===== src/rtl/sram_arb_pkg.sv =====
// Shared definitions for the two-port SRAM arbiter: default widths, burst limit,
// ownership states and the beat-counter width helper.
package sram_arb_pkg;

    localparam int unsigned DW_DEF        = 32;
    localparam int unsigned AW_DEF        = 9;
    localparam int unsigned BURST_MAX_DEF = 8;

    typedef enum logic [1:0] {
        IDLE  = 2'd0,
        OWN_A = 2'd1,
        OWN_B = 2'd2
    } arb_state_e;

    typedef enum logic {
        PORT_A = 1'b0,
        PORT_B = 1'b1
    } port_e;

    // Beat counter must hold the value BURST_MAX itself.
    function automatic int unsigned beat_w(input int unsigned bmax);
        return $clog2(bmax) + 1;
    endfunction

endpackage


===== src/rtl/sram_arb_rr2.sv =====
// Two-way winner selection: lone requester wins, a locked owner below its burst
// limit keeps the port, otherwise the port not granted last wins.
module sram_arb_rr2
    import sram_arb_pkg::*;
#(
    parameter int unsigned BURST_MAX = BURST_MAX_DEF,
    parameter int unsigned CW        = beat_w(BURST_MAX)
) (
    input  logic          a_req,
    input  logic          b_req,
    input  logic          a_lock,
    input  logic          b_lock,
    input  logic          a_own,
    input  logic          b_own,
    input  logic          last_b,
    input  logic [CW-1:0] beat_cnt,
    output logic          a_win_c,
    output logic          b_win_c
);

    logic under_max;

    assign under_max = (beat_cnt < CW'(BURST_MAX));

    always_comb begin
        a_win_c = 1'b0;
        b_win_c = 1'b0;
        if (a_req && !b_req) begin
            a_win_c = 1'b1;
        end else if (b_req && !a_req) begin
            b_win_c = 1'b1;
        end else if (a_req && b_req) begin
            if (a_own && a_lock && under_max) begin
                a_win_c = 1'b1;
            end else if (b_own && b_lock && under_max) begin
                b_win_c = 1'b1;
            end else if (last_b) begin
                a_win_c = 1'b1;
            end else begin
                b_win_c = 1'b1;
            end
        end
    end

endmodule


===== src/rtl/sram_port_arb.sv =====
// Single-port SRAM shared between the AHB BIU (port A) and the engine (port B):
// one access per cycle, zero-wait combinational grant, registered read-valid.
module sram_port_arb
    import sram_arb_pkg::*;
#(
    parameter int unsigned DW        = DW_DEF,
    parameter int unsigned AW        = AW_DEF,
    parameter int unsigned BURST_MAX = BURST_MAX_DEF
) (
    input  logic          hclk,
    input  logic          hresetn,

    input  logic          a_req,
    input  logic          a_we,
    input  logic          a_lock,
    input  logic [AW-1:0] a_addr,
    input  logic [DW-1:0] a_wdata,
    output logic          a_gnt,
    output logic          a_rvalid,
    output logic [DW-1:0] a_rdata,

    input  logic          b_req,
    input  logic          b_we,
    input  logic          b_lock,
    input  logic [AW-1:0] b_addr,
    input  logic [DW-1:0] b_wdata,
    output logic          b_gnt,
    output logic          b_rvalid,
    output logic [DW-1:0] b_rdata,

    output logic          sram_cs,
    output logic          sram_we,
    output logic [AW-1:0] sram_addr,
    output logic [DW-1:0] sram_wdata,
    input  logic [DW-1:0] sram_rdata
);

    localparam int unsigned CW = beat_w(BURST_MAX);

    arb_state_e    state, state_nxt;
    logic [CW-1:0] beat_cnt, beat_cnt_nxt;
    port_e         last_gnt, last_gnt_nxt;
    logic          a_win_c, b_win_c;

    sram_arb_rr2 #(
        .BURST_MAX (BURST_MAX),
        .CW        (CW)
    ) u_rr2 (
        .a_req    (a_req),
        .b_req    (b_req),
        .a_lock   (a_lock),
        .b_lock   (b_lock),
        .a_own    (state == OWN_A),
        .b_own    (state == OWN_B),
        .last_b   (last_gnt == PORT_B),
        .beat_cnt (beat_cnt),
        .a_win_c  (a_win_c),
        .b_win_c  (b_win_c)
    );

    // Grants are suppressed while reset is held, whatever the requests do.
    assign a_gnt   = a_win_c & hresetn;
    assign b_gnt   = b_win_c & hresetn;
    assign sram_cs = a_gnt | b_gnt;

    assign a_rdata = sram_rdata;
    assign b_rdata = sram_rdata;

    always_comb begin
        sram_we    = 1'b0;
        sram_addr  = '0;
        sram_wdata = '0;
        if (a_gnt) begin
            sram_we    = a_we;
            sram_addr  = a_addr;
            sram_wdata = a_wdata;
        end else if (b_gnt) begin
            sram_we    = b_we;
            sram_addr  = b_addr;
            sram_wdata = b_wdata;
        end
    end

    // Ownership, burst length and round-robin pointer follow the winner.
    always_comb begin
        state_nxt    = IDLE;
        beat_cnt_nxt = '0;
        last_gnt_nxt = last_gnt;
        if (a_gnt) begin
            state_nxt    = OWN_A;
            last_gnt_nxt = PORT_A;
            if (state == OWN_A) begin
                beat_cnt_nxt = (beat_cnt == CW'(BURST_MAX)) ? beat_cnt : beat_cnt + CW'(1);
            end else begin
                beat_cnt_nxt = CW'(1);
            end
        end else if (b_gnt) begin
            state_nxt    = OWN_B;
            last_gnt_nxt = PORT_B;
            if (state == OWN_B) begin
                beat_cnt_nxt = (beat_cnt == CW'(BURST_MAX)) ? beat_cnt : beat_cnt + CW'(1);
            end else begin
                beat_cnt_nxt = CW'(1);
            end
        end
    end

    always_ff @(posedge hclk or negedge hresetn) begin
        if (!hresetn) begin
            state    <= IDLE;
            beat_cnt <= '0;
            last_gnt <= PORT_B;
        end else begin
            state    <= state_nxt;
            beat_cnt <= beat_cnt_nxt;
            last_gnt <= last_gnt_nxt;
        end
    end

    // Read data arrives one cycle after the grant, matching the SRAM latency.
    always_ff @(posedge hclk or negedge hresetn) begin
        if (!hresetn) begin
            a_rvalid <= 1'b0;
            b_rvalid <= 1'b0;
        end else begin
            a_rvalid <= a_gnt & ~a_we;
            b_rvalid <= b_gnt & ~b_we;
        end
    end

endmodule


===== config.mk =====
export PLATFORM = sky130hd
export DESIGN_NAME = sram_port_arb
export DESIGN_NICKNAME = d
export VERILOG_FILES = /design/src/rtl/sram_arb_pkg.sv /design/src/rtl/sram_arb_rr2.sv /design/src/rtl/sram_port_arb.sv
export SDC_FILE = /design/constraint.sdc
export NUM_CORES = 1
export LEC_CHECK = 0
export BUFFER_PORTS_ARGS = -buffer_cell sky130_fd_sc_hd__buf_2
export CAP_MARGIN = 25
export CORE_AREA = 2 2 92 94
export DETAILED_ROUTE_END_ITERATION = 8
export DIE_AREA = 0 0 94 96
export GPL_TIMING_DRIVEN = 0
export HOLD_SLACK_MARGIN = 0.15
export SYNTH_ARGS = -nofsm -noshare
export SYNTH_HDL_FRONTEND = slang
export SYNTH_SLANG_ARGS = --single-unit

===== constraint.sdc =====
create_clock -name hclk -period 4.3 [get_ports hclk]
set_input_delay 0.215 -clock hclk [delete_from_list [all_inputs] [get_ports hclk]]
set_output_delay 0.215 -clock hclk [all_outputs]
set_load 0.1 [all_outputs]

==> metrics.txt <==
# TYPE chip_impl_metric gauge
chip_impl_info{name="status",value="complete, no violations"} 1
chip_impl_metric{name="sequentialPowerShare",unit=""} 0.104
chip_impl_metric{name="final.setup.worst_slack",unit="ns"} 1.73
chip_impl_metric{name="synth.yosys.warnings",unit=""} 0
chip_impl_metric{name="overall_fraction_of_global_route_tracks_in_use",unit=""} 0.106
chip_impl_metric{name="final.setup_skew",unit="ns"} 0.00257
chip_impl_metric{name="number_of_distinct_standard_cells_referenced_by_the_synthesized_netlist",unit=""} 28
chip_impl_metric{name="finish.utilization",unit=""} 0.324
chip_impl_metric{name="vdd_drop_max",unit="mV"} 0.153
chip_impl_metric{name="power.share.combinational",unit=""} 0.793
chip_impl_metric{name="antenna_found_initial",unit=""} 0
chip_impl_metric{name="vias_per_instance",unit=""} 3.99
chip_impl_metric{name="cellPowerDensity",unit="nW/µm²"} 365
chip_impl_metric{name="layout-drive-gt1-share",unit=""} 0.772
chip_impl_metric{name="ctsHtreeMaxLevel",unit=""} 1
chip_impl_metric{name="timing.reg2reg.worst_path_depth",unit=""} 6
chip_impl_metric{name="wl",unit="mm"} 5.83
chip_impl_metric{name="met3_wirelength",unit="µm"} 698
chip_impl_metric{name="holdPathStages",unit=""} 2
chip_impl_metric{name="drt-pass1-iter-count",unit=""} 4
chip_impl_metric{name="share_clk_of_total_power",unit=""} 0.104
chip_impl_metric{name="multi_input_area",unit="µm²"} 597
chip_impl_metric{name="drt-initial-drc-count",unit=""} 8
chip_impl_metric{name="met2RoutedLength",unit="mm"} 2.78
chip_impl_metric{name="period_share",unit=""} 0.598
chip_impl_metric{name="final_max_slew_viol_count",unit=""} 0
chip_impl_info{name="worst_hold_path_type",value="input port to register"} 1
chip_impl_metric{name="placementRows",unit=""} 33
chip_impl_info{name="path_class",value="input port to output pin"} 1
chip_impl_metric{name="post_layout_nonfiller_instances",unit=""} 473
chip_impl_metric{name="grt_overflow_total",unit=""} 0
chip_impl_metric{name="max_clock_freq",unit="MHz"} 389
chip_impl_metric{name="rd_place_congestion",unit=""} 0.707
chip_impl_info{name="setup.worst_path.end_class",value="output pin"} 1
chip_impl_metric{name="p_sw_frac",unit=""} 0.672
chip_impl_metric{name="full_die_area",unit="µm²"} 9020
chip_impl_metric{name="mapped_cells",unit=""} 162
chip_impl_metric{name="buffer_ports.inserted",unit=""} 200
chip_impl_metric{name="place_inst",unit=""} 467
chip_impl_metric{name="detail_route.wirelength.met1",unit="mm"} 2.33
chip_impl_metric{name="first_pass_grt_wire_length",unit="mm"} 7.63
chip_impl_info{name="tritoncts",value="yes"} 1
chip_impl_metric{name="final.setup.tns",unit="ns"} 0
chip_impl_metric{name="postCtsSetupBuffers",unit=""} 0
chip_impl_metric{name="synthDominantCellAreaShare",unit=""} 0.340
chip_impl_metric{name="dp_slack",unit="ns"} 2.05
chip_impl_metric{name="core_area",unit="µm²"} 8050
chip_impl_info{name="rsz0062_at_grt",value="no"} 1
chip_impl_metric{name="synth_area_per_cell",unit="µm²"} 8.71
chip_impl_info{name="clk_root_buffer_cell",value="clkbuf_8"} 1
chip_impl_metric{name="power.net_switching",unit="µW"} 640
chip_impl_info{name="layout.cells.most_common",value="buf_2"} 1
chip_impl_info{name="netlist_top_cells_area",value="buf_4 (34%), a22o_1 (26%), dfrtp_1 (14%)"} 1
chip_impl_metric{name="fp.dieW",unit="µm"} 94
chip_impl_metric{name="fillCellCount",unit=""} 857
chip_impl_metric{name="hold-worst-slack",unit="ns"} 0.194
chip_impl_info{name="route.top_layer_used",value="met4"} 1
chip_impl_metric{name="clock_buffers_created_by_tritoncts",unit=""} 3
chip_impl_info{name="most_frequent_cells_in_the_layout",value="buf_2 (202), buf_4 (64), a22o_1 (42)"} 1
chip_impl_metric{name="route.vias.total",unit=""} 1888
chip_impl_metric{name="layout_min_cycle_time",unit="ns"} 2.57
chip_impl_metric{name="worst_slew_pin_slew",unit="ns"} 0.523
chip_impl_metric{name="cts_buffer_depth",unit=""} 2
chip_impl_metric{name="drtAntennaViolNets",unit=""} 0
chip_impl_metric{name="cp_data_required_time",unit="ns"} 4.09
chip_impl_metric{name="remaining_drc_errors",unit=""} 0
chip_impl_metric{name="area.growth.synth_to_final",unit="%"} 84.8
chip_impl_metric{name="top_level_ports",unit=""} 233
chip_impl_metric{name="setup_violations",unit=""} 0
chip_impl_metric{name="dpl.hpwl",unit="mm"} 4.96
chip_impl_metric{name="cp.arrival",unit="ns"} 2.35
chip_impl_info{name="synth_top_cell_by_area",value="buf_4"} 1
chip_impl_metric{name="routed_wire_length_per_instance",unit="µm"} 12.3
chip_impl_metric{name="layout.area.seq",unit="µm²"} 226
chip_impl_metric{name="count_of_inserted_antenna_diode_cells",unit=""} 0
chip_impl_metric{name="ys_seq_area_frac",unit=""} 0.160
chip_impl_metric{name="floorplan.die.height",unit="µm"} 96
chip_impl_metric{name="maxSlewHeadroom",unit=""} 0.654
chip_impl_metric{name="grt_start_max_net_pins",unit=""} 12
chip_impl_metric{name="sinks_on_the_clock_net",unit=""} 9
chip_impl_metric{name="max_cap_violations",unit=""} 0
chip_impl_metric{name="ys_seq_elements",unit=""} 9
chip_impl_metric{name="initial_utilization",unit=""} 0.175
chip_impl_metric{name="clkLatencyLatePin",unit="ns"} 0.23
chip_impl_metric{name="clk_transition_reported_paths",unit="ns"} 0.05
chip_impl_info{name="worst_setup_path_start_kind",value="input port"} 1
chip_impl_metric{name="critical_path_peak_fanout",unit=""} 11
chip_impl_metric{name="timing.final.hold_violations",unit=""} 0
chip_impl_metric{name="internal-power",unit="µW"} 312
chip_impl_metric{name="syn_nets",unit=""} 286
chip_impl_metric{name="leakage",unit="µW"} 0.00158
chip_impl_metric{name="post_synth_instance_area",unit="µm²"} 1410
chip_impl_metric{name="num-nets-final",unit=""} 493
chip_impl_metric{name="grt_pass1_vias",unit=""} 1677
-- flip-flops by register name (all words and copies together) (netlist names) --
| name | flops |
|---|---|
| a_rvalid | 1 |
| b_rvalid | 1 |
| beat_cnt | 4 |
| last_gnt | 1 |
| state | 2 |
-- final timing paths --
path                                             from  slack [ns]                     to
worst max-delay path                          hresetn        1.73          sram_wdata[2]
worst min-delay path                             b_we        0.19     b_rvalid$_DFF_PN0_
worst max register to register  beat_cnt[3]$_DFF_PN0_        2.68  beat_cnt[0]$_DFF_PN0_
worst min register to register   last_gnt$_DFFE_PN1P_        0.50   last_gnt$_DFFE_PN1P_
max in group asynchronous                     hresetn        3.66   last_gnt$_DFFE_PN1P_
min in group asynchronous                     hresetn        0.38  beat_cnt[3]$_DFF_PN0_
-- routing by layer --
| layer | global-route usage | vias up |
|---|---|---|
| met3 | 0.0235 | 2 |
| met2 | 0.186 | 132 |
| met5 | 0 | - |
| met4 | 0.0181 | 0 |
| li1 | - | 928 |
| met1 | 0.136 | 826 |
-- critical path, stage by stage --
cell           delay, ns
dlygate4sd3_1       0.52
buf_2               0.25
nand2_1             0.21
nor2_4              0.35
buf_6               0.20
a22o_1              0.17
buf_2               0.43
-- synth_stat cells, drive strengths merged --
| master | number |
|---|---|
| nor2b | 2 |
| dfstp | 1 |
| buf | 73 |
| nor2 | 6 |
| mux2 | 1 |
| nor3 | 1 |
| o211ai | 1 |
| xor2 | 1 |
| a22o | 42 |
| or2 | 1 |
| a21oi | 1 |
| o21ai | 3 |
| nand3 | 1 |
| a32oi | 1 |
| nor3b | 1 |
| a31oi | 1 |
| o31a | 1 |
| inv | 5 |
| xnor2 | 1 |
| ha | 2 |
| dfrtp | 8 |
| o22ai | 1 |
| nand2 | 6 |
| o32a | 1 |
-- per-stage QoR --
step	instance area (µm²)	total power, µW
final	2610	952
after global routing	2610	988
after CTS	2610	961
after detailed placement	2540	856
after global placement	2540	854
after floorplan	1410	736
-- final cells by class --
type | instances | share of cell area
plain buffers | 73 | 0.218
clock buffers | 4 | 0.0173
inverters | 5 | 0.00719
multi-input cells | 75 | 0.229
flip-flops and latches | 9 | 0.0868
well taps | 105 | 0.0504
repair buffers | 202 | 0.391
-- logic make-up (layout without fill, tap and decap cells) --
| group | count (synthesis) | after routing | share of synthesized area |
|---|---|---|---|
| buffers and inverters | 78 | 284 | 0.417 |
| AO/OA/AOI/OAI | 52 | 52 | 0.318 |
| AND/OR/NAND/NOR | 18 | 18 | 0.0665 |
| flip-flops | 9 | 9 | 0.160 |
| adder cells (fa/ha/maj) | 2 | 2 | 0.0177 |
| XOR/XNOR | 2 | 2 | 0.0124 |
| multiplexers | 1 | 1 | 0.00798 |
-- repair_timing --
| action | in CTS | in global routing |
|---|---|---|
| hold buffers | 2 | 0 |
| gates resized for setup | 0 | 0 |
| endpoints found under the hold margin | 10 | 0 |
-- power groups by stage --
stage	clock network (µW)	logic (µW)	registers, µW
final	98.6	755	98.6
after global routing	108	781	99.1
after CTS	103	760	98.4
after detailed placement	0	756	99.6
after global placement	0	755	99.1
after floorplan	0	631	105
No activity file was read; power rests on OpenSTA's default activity.
